[src/rtl/prbs_r24_pkg.sv]
//------------------------------------------------------------------------------
// Package : prbs_r24_pkg
// Shared definitions for the 24-bit trigger-path PRBS:
// - one-word-ahead next-state function
// - reset fill constant
// - checker FSM state encoding
// Rev 1.0 : initial release
//------------------------------------------------------------------------------
`default_nettype none

package prbs_r24_pkg;

  // Reset fill of the transmitter-side generator.
  localparam logic [23:0] PRBS24_INIT = 24'h4DB62E;

  typedef enum logic [1:0] {
    ST_HUNT   = 2'd0,
    ST_VERIFY = 2'd1,
    ST_LOCKED = 2'd2
  } prbs_state_t;

  // Advances the generator by one full 24-bit word (24 serial shifts folded
  // into a single parallel XOR network).
  function automatic logic [23:0] lfsr24_next(input logic [23:0] s);
    logic [23:0] n;
    n[0] = s[10] ^ s[17] ^ s[20] ^ s[23] ^ s[0];
    n[1] = s[11] ^ s[17] ^ s[18] ^ s[21] ^ s[22] ^ s[23] ^ s[0] ^ s[1];
    n[2] = s[12] ^ s[17] ^ s[18] ^ s[19] ^ s[0] ^ s[1] ^ s[2];
    for (int k = 3; k <= 6; k++) begin
      n[k] = s[k+10] ^ s[k+15] ^ s[k+16] ^ s[k+17] ^ s[k-2] ^ s[k-1] ^ s[k];
    end
    for (int k = 7; k < 24; k++) begin
      n[k] = s[k-7] ^ s[k-2] ^ s[k-1] ^ s[k];
    end
    return n;
  endfunction

endpackage

`default_nettype wire

[src/rtl/prbs_checker_r24_popcount24.sv]
//------------------------------------------------------------------------------
// Module  : popcount24
// Combinational count of set bits in a 24-bit word (0..24, 5-bit result).
// Rev 1.0 : initial release
//------------------------------------------------------------------------------
`default_nettype none

module popcount24 (
  input  logic [23:0] i_data,
  output logic [4:0]  o_count
);

  // Ripple sum of the individual bits; 5 bits hold the maximum of 24.
  always_comb begin
    o_count = '0;
    for (int i = 0; i < 24; i++) begin
      o_count = o_count + 5'(i_data[i]);
    end
  end

endmodule

`default_nettype wire

[src/rtl/prbs_checker_r24.sv]
//------------------------------------------------------------------------------
// Module  : prbs_checker_r24
// Receive-side checker for the 24-bit trigger-path PRBS. Self-seeds from the
// incoming words, verifies a run of predicted words before declaring lock,
// then free-runs its predictor and counts word and bit errors.
// Rev 1.0 : initial release
//------------------------------------------------------------------------------
`default_nettype none

module prbs_checker_r24
  import prbs_r24_pkg::*;
#(
  parameter int LOCK_CNT   = 16,
  parameter int UNLOCK_CNT = 4,
  parameter int ERR_CNT_W  = 16,
  parameter int BIT_CNT_W  = 24
) (
  input  logic                 i_clk,
  input  logic                 i_rst_n,
  input  logic [23:0]          i_data,
  input  logic                 i_valid,
  input  logic                 i_clr_cnt,
  output logic                 o_locked,
  output logic                 o_err,
  output logic [ERR_CNT_W-1:0] o_err_cnt,
  output logic [BIT_CNT_W-1:0] o_bit_err_cnt
);

  localparam int GOOD_W = $clog2(LOCK_CNT + 1);
  localparam int BAD_W  = $clog2(UNLOCK_CNT + 1);
  localparam logic [GOOD_W-1:0]    c_good_last = GOOD_W'(LOCK_CNT - 1);
  localparam logic [BAD_W-1:0]     c_bad_last  = BAD_W'(UNLOCK_CNT - 1);
  localparam logic [ERR_CNT_W-1:0] c_err_max   = '1;
  localparam logic [BIT_CNT_W-1:0] c_bit_max   = '1;

  prbs_state_t           r_state;
  logic [23:0]           r_pred;
  logic [GOOD_W-1:0]     r_good;
  logic [BAD_W-1:0]      r_bad;
  logic                  r_locked;
  logic                  r_err;
  logic [ERR_CNT_W-1:0]  r_err_cnt;
  logic [BIT_CNT_W-1:0]  r_bit_cnt;

  logic                  w_match;
  logic [4:0]            w_pop;
  logic [BIT_CNT_W:0]    w_bit_sum;
  logic [BIT_CNT_W-1:0]  w_bit_next;
  logic                  w_count_err;

  assign w_match     = (i_data == r_pred);
  assign w_count_err = i_valid && (r_state == ST_LOCKED) && !w_match;

  popcount24 u_popcount (
    .i_data  (i_data ^ r_pred),
    .o_count (w_pop)
  );

  // Bit-error accumulation with one spare bit so an overflowing add clamps.
  always_comb begin
    w_bit_sum  = {1'b0, r_bit_cnt} + (BIT_CNT_W + 1)'(w_pop);
    w_bit_next = w_bit_sum[BIT_CNT_W] ? c_bit_max : w_bit_sum[BIT_CNT_W-1:0];
  end

  // Acquisition / lock FSM with registered LOCKED and ERR outputs.
  always_ff @(posedge i_clk or negedge i_rst_n) begin
    if (!i_rst_n) begin
      r_state  <= ST_HUNT;
      r_pred   <= '0;
      r_good   <= '0;
      r_bad    <= '0;
      r_locked <= 1'b0;
      r_err    <= 1'b0;
    end else begin
      r_err <= 1'b0;
      if (i_valid) begin
        case (r_state)
          ST_HUNT: begin
            // An all-zero word would seed the lock-up state, so it is ignored.
            if (i_data != '0) begin
              r_pred  <= lfsr24_next(i_data);
              r_good  <= '0;
              r_state <= ST_VERIFY;
            end
          end
          ST_VERIFY: begin
            if (w_match) begin
              r_pred <= lfsr24_next(r_pred);
              if (r_good == c_good_last) begin
                r_state  <= ST_LOCKED;
                r_locked <= 1'b1;
                r_good   <= '0;
                r_bad    <= '0;
              end else begin
                r_good <= r_good + 1'b1;
              end
            end else if (i_data == '0) begin
              r_state <= ST_HUNT;
              r_good  <= '0;
            end else begin
              r_pred <= lfsr24_next(i_data);
              r_good <= '0;
            end
          end
          ST_LOCKED: begin
            // Once locked the predictor free-runs; data never reseeds it.
            r_pred <= lfsr24_next(r_pred);
            if (w_match) begin
              r_bad <= '0;
            end else begin
              r_err <= 1'b1;
              if (r_bad == c_bad_last) begin
                r_state  <= ST_HUNT;
                r_locked <= 1'b0;
                r_bad    <= '0;
              end else begin
                r_bad <= r_bad + 1'b1;
              end
            end
          end
          default: begin
            r_state  <= ST_HUNT;
            r_locked <= 1'b0;
          end
        endcase
      end
    end
  end

  // Saturating error counters; a clear in the same cycle discards the error.
  always_ff @(posedge i_clk or negedge i_rst_n) begin
    if (!i_rst_n) begin
      r_err_cnt <= '0;
      r_bit_cnt <= '0;
    end else if (i_clr_cnt) begin
      r_err_cnt <= '0;
      r_bit_cnt <= '0;
    end else if (w_count_err) begin
      if (r_err_cnt != c_err_max) begin
        r_err_cnt <= r_err_cnt + 1'b1;
      end
      r_bit_cnt <= w_bit_next;
    end
  end

  assign o_locked      = r_locked;
  assign o_err         = r_err;
  assign o_err_cnt     = r_err_cnt;
  assign o_bit_err_cnt = r_bit_cnt;

endmodule

`default_nettype wire

[config.mk]
export PLATFORM = sky130hd
export DESIGN_NAME = prbs_checker_r24
export DESIGN_NICKNAME = d
export VERILOG_FILES = /design/src/rtl/prbs_r24_pkg.sv /design/src/rtl/prbs_checker_r24_popcount24.sv /design/src/rtl/prbs_checker_r24.sv
export SDC_FILE = /design/constraint.sdc
export NUM_CORES = 1
export LEC_CHECK = 0
export ABC_AREA = 1
export BUFFER_PORTS_ARGS = -buffer_cell sky130_fd_sc_hd__clkbuf_2
export CAP_MARGIN = 20
export CORE_ASPECT_RATIO = 0.8
export CORE_MARGIN = 2
export CORE_UTILIZATION = 60
export CTS_CLUSTER_SIZE = 25
export DETAILED_ROUTE_END_ITERATION = 6
export PLACE_DENSITY = 0.91
export SLEW_MARGIN = 0
export SYNTH_ARGS = -nofsm -noshare
export SYNTH_HDL_FRONTEND = slang
export SYNTH_SLANG_ARGS = --single-unit
[constraint.sdc]
create_clock -name i_clk -period 6.8 [get_ports i_clk]
set_input_delay 0.68 -clock i_clk [delete_from_list [all_inputs] [get_ports i_clk]]
set_output_delay 0.68 -clock i_clk [all_outputs]
set_load 0.005 [all_outputs]
# Yosys cells after proc, flatten, opt, wreduce, memory -nomap -nowiden
# Cells that the tools add are included.
dict set report totals {
  register_bits 76
  latchBits 0
  ram_bits 0
  mem_bits_ro 0
  input_bits 28
  wordCells 256
  n_memories 0
}
dict set report classes {
  add_sub_neg 27
  mul 0
  div 0
  magnitude_cmp 0
  eq_ne 14
  shifts 0
  mux 34
  n_bitwise 156
  reduce_logical 17
}
# operator n
set ops {}
lappend ops {{$xor A1 B1 Y1} 154}
lappend ops {{$mux W24} 6}
lappend ops {{$add A5 B1 Y5} 22}
lappend ops {{$pmux W24 S3} 1}
lappend ops {{$mux W16} 3}
lappend ops {{$add A24 B5 Y25} 1}
lappend ops {{$eq A24 B24 Y1} 1}
lappend ops {{$logic_not A24 Y1} 1}
lappend ops {{$reduce_bool A24 Y1} 1}
lappend ops {{$xor A24 B24 Y24} 1}
lappend ops {{$add A16 B1 Y16 const B} 1}
lappend ops {{$ne A16 B16 Y1 const B} 1}
lappend ops {{$mux W5} 3}
lappend ops {{$mux W2} 6}
lappend ops {{$mux W3} 4}
lappend ops {{$reduce_and A6 Y1} 2}
lappend ops {{$pmux W5 S2} 1}
lappend ops {{$ne A3 B3 Y1 const B} 3}
lappend ops {{$ne A2 B2 Y1 const B} 4}
lappend ops {{$reduce_and A4 Y1} 2}
lappend ops {{$reduce_bool A2 Y1} 4}
lappend ops {{$mux W1} 7}
lappend ops {{$pmux W2 S3} 1}
lappend ops {{$pmux W3 S2} 1}
lappend ops {{other kinds (16)} 17}

# Longest topological paths before layout
dict set report depth {
  word_depth 28
  depth_mapped 30
}

# Modules after synthesis
# Synthesis repeated with hierarchy kept, for this count alone.
dict set report unflattened {
  hier_cells 1279
  hier_area_um2 8181.6
}
# mod n_inst cells_per_inst area_each_um2
set modules_own_cells {}
lappend modules_own_cells {prbs_checker_r24 1 1200 7543.5}
lappend modules_own_cells {popcount24 1 79 638.1}

# Worst setup path before layout
# Ideal clock, no wire load.
dict set report synth_path {
  kind {input to register}
  startpoint {input i_data[0]}
  endpoint {register r_bit_cnt[8] (netlist: o_bit_err_cnt[8])}
  setup_ps 126
  t_arrival_ps 5980
  slack_ps 694
  cell_stages 25
  cell_sequence {buf_2 -> xnor2_1 -> inv_1 -> ha_1 -> inv_1 -> fa_1 -> fa_1 -> inv_1 -> fa_1 -> fa_1 -> fa_1 -> fa_1 -> inv_1 -> fa_1 -> inv_1 -> fa_1 -> nand2_1 -> o21ai_2 -> nand2_1 -> nand2_1 -> nand4_1 -> clkbuf_1 -> nand3_1 -> nand2_1 -> o21ai_0}
}
dict set report synth_via {
  elab_chain_cells 28
  word_cells_on_any_way 32
}
# item line_no
set synth_rtl {}
lappend synth_rtl {{from (decl)} prbs_checker_r24.sv:20} ;# input logic [23:0] i_data,
lappend synth_rtl {{$xor A24 B24 Y24} prbs_checker_r24.sv:55} ;# .i_data (i_data ^ r_pred),
lappend synth_rtl {{$add A1 B1 Y2} prbs_checker_r24_popcount24.sv:17} ;# o_count = o_count + 5'(i_data[i]);
lappend synth_rtl {{$add A5 B1 Y5 (22 in series)} prbs_checker_r24_popcount24.sv:17}
lappend synth_rtl {{$add A24 B5 Y25} prbs_checker_r24.sv:61} ;# w_bit_sum = {1'b0, r_bit_cnt} + (BIT_CNT_W + 1)'(w_pop);
lappend synth_rtl {{$mux W24} prbs_checker_r24.sv:62} ;# w_bit_next = w_bit_sum[BIT_CNT_W] ? c_bit_max : w_bit_sum[BIT_CNT_W-1:0];
lappend synth_rtl {{$mux W24} prbs_checker_r24.sv:138} ;# end else if (w_count_err) begin
lappend synth_rtl {{$mux W24} prbs_checker_r24.sv:135} ;# end else if (i_clr_cnt) begin
lappend synth_rtl {{to (signal assigned)} prbs_checker_r24.sv:142} ;# r_bit_cnt <= w_bit_next;
lappend synth_rtl {{to (decl)} prbs_checker_r24.sv:43} ;# logic [BIT_CNT_W-1:0] r_bit_cnt;
# Several ways; a longest one is shown, not always the timed one. The select of a mux whose other input is x is not followed.
# A chain may end at the register's enable or synchronous reset.

# Final worst setup path
dict set report layout_path {
  startpoint {register r_pred[1]}
  endpoint {register r_bit_cnt[4] (netlist: o_bit_err_cnt[4])}
}
dict set report layout_via {
  elab_chain_cells 28
  word_cells_on_any_way 32
}
# item line_no
set layout_rtl {}
lappend layout_rtl {{from (decl)} prbs_checker_r24.sv:37} ;# logic [23:0] r_pred;
lappend layout_rtl {{from (signal assigned)} prbs_checker_r24.sv:81} ;# r_pred <= lfsr24_next(i_data);
lappend layout_rtl {{from (signal assigned)} prbs_checker_r24.sv:88} ;# r_pred <= lfsr24_next(r_pred);
lappend layout_rtl {{from (signal assigned)} prbs_checker_r24.sv:101} ;# r_pred <= lfsr24_next(i_data);
lappend layout_rtl {{$xor A24 B24 Y24} prbs_checker_r24.sv:55}
lappend layout_rtl {{$add A1 B1 Y2} prbs_checker_r24_popcount24.sv:17}
lappend layout_rtl {{$add A5 B1 Y5 (22 in series)} prbs_checker_r24_popcount24.sv:17}
lappend layout_rtl {{$add A24 B5 Y25} prbs_checker_r24.sv:61}
lappend layout_rtl {{$mux W24} prbs_checker_r24.sv:62}
lappend layout_rtl {{$mux W24} prbs_checker_r24.sv:138}
lappend layout_rtl {{$mux W24} prbs_checker_r24.sv:135}
# Several ways; a longest one is shown, not always the timed one. The select of a mux whose other input is x is not followed.

==> impl_metrics.toml <==
[status]
result_of_the_run = "complete, but fails checks"
failing_checks = "design-rule violations"

[timing]
timing_worst_slew_pin_value_ns = 0.834
slew_violations = 0
finalSetupViolCount = 0
grt_setup_unrepaired = "no"
fin_tns_setup_ns = 0
final_hold_vio_count = 0
final_period_minus_worst_setup_slack_ns = 6.34
fmax_mhz = 158
worst_hold_slack_ns = 0.140
fin_ws_ns = 0.459
clock_skew_ns = 0.0115
slew_headroom_pct = 44.3
final.period_utilization_pct = 93.3

[routing]
antenna_left = 0
routedWlPerCell_um = 15.1
route.detailed.vias_per_inst = 5.58
drc_errors = 1
drt-initial-drc-count = 1142
wl_um = 20600
first_pass_iters = 7
detailroute.via_count = 7625

[global_routing]
grt_util_all_layers_pct = 29.8
maximum_number_of_pins_on_one_net_before_global_route_repair = 77
overflow = 0
grt_first_pass_wirelength_um = 33900
antenna_found_initial = 0
grt_pass1_vias = 6817

[placed_design]
dp.final_hpwl_um = 15100
number_of_placed_cells_counting_well_taps = 1350
worst_setup_slack_after_placement_ns = 0.159
final_gp_congestion = 0.999
port_buffers = 69

[synthesis]
synthCells = 1170
synth.most_common_cell = "nand2_1"
synth_top_cells_by_count = "345 x nand2_1, 125 x inv_1, 101 x nand3_1, 90 x xnor2_1, 76 x dfrtp_1"
ys_async_sr_fraction_pct = 100
synth_seq_area_share_pct = 23.8
postSynthAreaPerCell_um2 = 6.82
postSynthRegisterBits = 76
syn_nets = 1236
synth_area_leaders = "dfrtp_1 24%, nand2_1 16%, xnor2_1 9.9%"
synth_area_leader_cell = "dfrtp_1"
synth_flop_cell = "dfrtp_1"
yosysUniqueCellTypes = 41
netlist_area_um2 = 7980
synth_largest_type_area_fraction_pct = 23.8
yosys_warnings = 0
synth-edff-count = 0

[clock_network]
postCtsSetupBuffers = 0
post_cts.resized_instances = 0
ctsLongestPathBuffers = 2
clkSinkCount = 76
postCtsHoldBufs = 0
clock-root-buffer = "clkbuf_16"
htreeDepth = 3
worstSkewPairLatency_ns = 0.35
clkSlewWorstSetupHoldPaths_ns = 0.07
number_of_clock_buffers_inserted_by_tritoncts = 9
clock_tree_from_tritoncts = "done"

[finish]
final-instance-count-excl-fill = 1367
filler_cell_count = 1057
layout.nets = 1253
insertedDiodeCount = 0
drive_gt1_share_pct = 14.0
area.growth.synth_to_final_pct = 6.02

[critical_path]
cpLargestDelayFamily = "adder cells"
critical-path-slowest-cell = "fa_1"
critical_path.max_stage_delay_ns = 0.55
data_required_critical_path_ns = 7.09
critPathMaxFanout = 8
crit_top_cell = "fa_1"
critPathArrivalTime_ns = 6.63
crit_path_start_kind = "flop"
end_kind = "flop"
crit_buf_inv = 5
timing_worst_setup_path_type = "flop to flop"

[floorplan]
floorplan.die_area_um2 = 14200
fp.coreArea_um2 = 12900
rows = 37
floorplan.initialDensity_pct = 61.8
boundaryPins = 70
die_height_um = 107
die_width_um = 133

[run]
maxCapViolations = 0

[worst_hold_path]
worst_hold_class = "input pin to asynchronous set/reset pin"
==> worst reg2reg max path, cell delays in order, from the launching register on <==
cell     delay [ns]
dfrtp_1        0.51
xnor2_1        0.25
inv_1          0.07
ha_1           0.28
inv_1          0.09
fa_1           0.43
fa_1           0.52
inv_1          0.05
fa_1           0.47
fa_1           0.55
fa_1           0.45
fa_1           0.41
inv_1          0.09
fa_1           0.41
inv_1          0.11
fa_1           0.19
nand2_1        0.09
o21ai_2        0.21
nand2_1        0.11
nand2_1        0.13
nand2_1        0.11
nor2_2         0.16
nand2_1        0.11
nor2_2         0.25
o21ai_0        0.15
nand2_1        0.09
==> cell families (layout without fill, tap and decap cells) <==
| group | count (synthesis) | in the layout | share of synthesized area (%) |
|---|---|---|---|
| xor+xnor | 149 | 149 | 16.8 |
| fa+ha+maj | 38 | 38 | 7.65 |
| buf+inv | 218 | 240 | 12.9 |
| compound gates | 85 | 85 | 5.94 |
| simple gates | 604 | 604 | 32.9 |
| flops | 76 | 76 | 23.8 |
==> layer usage <==
layer  share of wire (%)  wire, µm  global-route usage (%)
met5                   0         0                       0
met4                 2.0       408                    8.45
met3                  11      2300                    6.48
met2                  43      8890                    45.0
met1                  44      9020                    43.0
==> registers in the layout (all words and copies together) (netlist names) <==
signal / cells
r_pred: 24
o_bit_err_cnt: 24
r_good: 5
o_err_cnt: 16
o_locked: 1
r_bad: 3
r_state: 2
o_err: 1
==> stage by stage <==
step           area (µm²)  utilization (%)
2_1_floorplan        7980                -
3_3_place_gp         8110             62.8
3_5_place_dp         8110             62.8
4_1_cts              8440             65.3
5_1_grt              8460             65.5
6_report             8460             65.5
==> final cells by class <==
type                    instances  area, µm²  share of cell area [%]
clock buffers                  10        229                    2.71
clock inverters                 6       96.3                    1.14
inverters                     152        573                    6.77
multi-input cells             876       5050                    59.7
flip-flops and latches         76       1900                    22.5
well taps                     175        219                    2.59
repair buffers                 72        390                    4.61
==> final timing paths <==
kind / from / depth (start not counted) / end / slack [ns]
setup / recovery: r_pred[1] / 25 / o_bit_err_cnt[4] / 0.46
hold / removal: i_rst_n / 1 / r_pred[22] / 0.14
setup reg to reg: r_pred[1] / 25 / o_bit_err_cnt[4] / 0.46
hold reg to reg: r_bad[2] / 2 / r_bad[2] / 0.49
max in group asynchronous: i_rst_n / 2 / r_bad[2] / 6.07
min in group i_clk: r_bad[2] / 2 / r_bad[2] / 0.49
==> cells in the final DEF, fill, tap and decap left out, types with 10 or more instances in the layout <==
cell	synthesis	layout
nand2_1	345	345
inv_1	125	125
nand3_1	101	101
xnor2_1	90	90
dfrtp_1	76	76
nor2_1	73	73
clkbuf_2	0	68
xor2_1	56	56
o21ai_0	44	44
nand4_1	26	26
inv_2	24	24
ha_1	20	20
nand2_2	19	19
fa_1	18	18
o21ai_1	14	14
or2_2	12	12
a21oi_1	10	10
nor3_1	10	10
o21ai_2	10	10
Power is not shown: default switching activity piles up to over one toggle a cycle in this logic, so the estimate is an artifact.
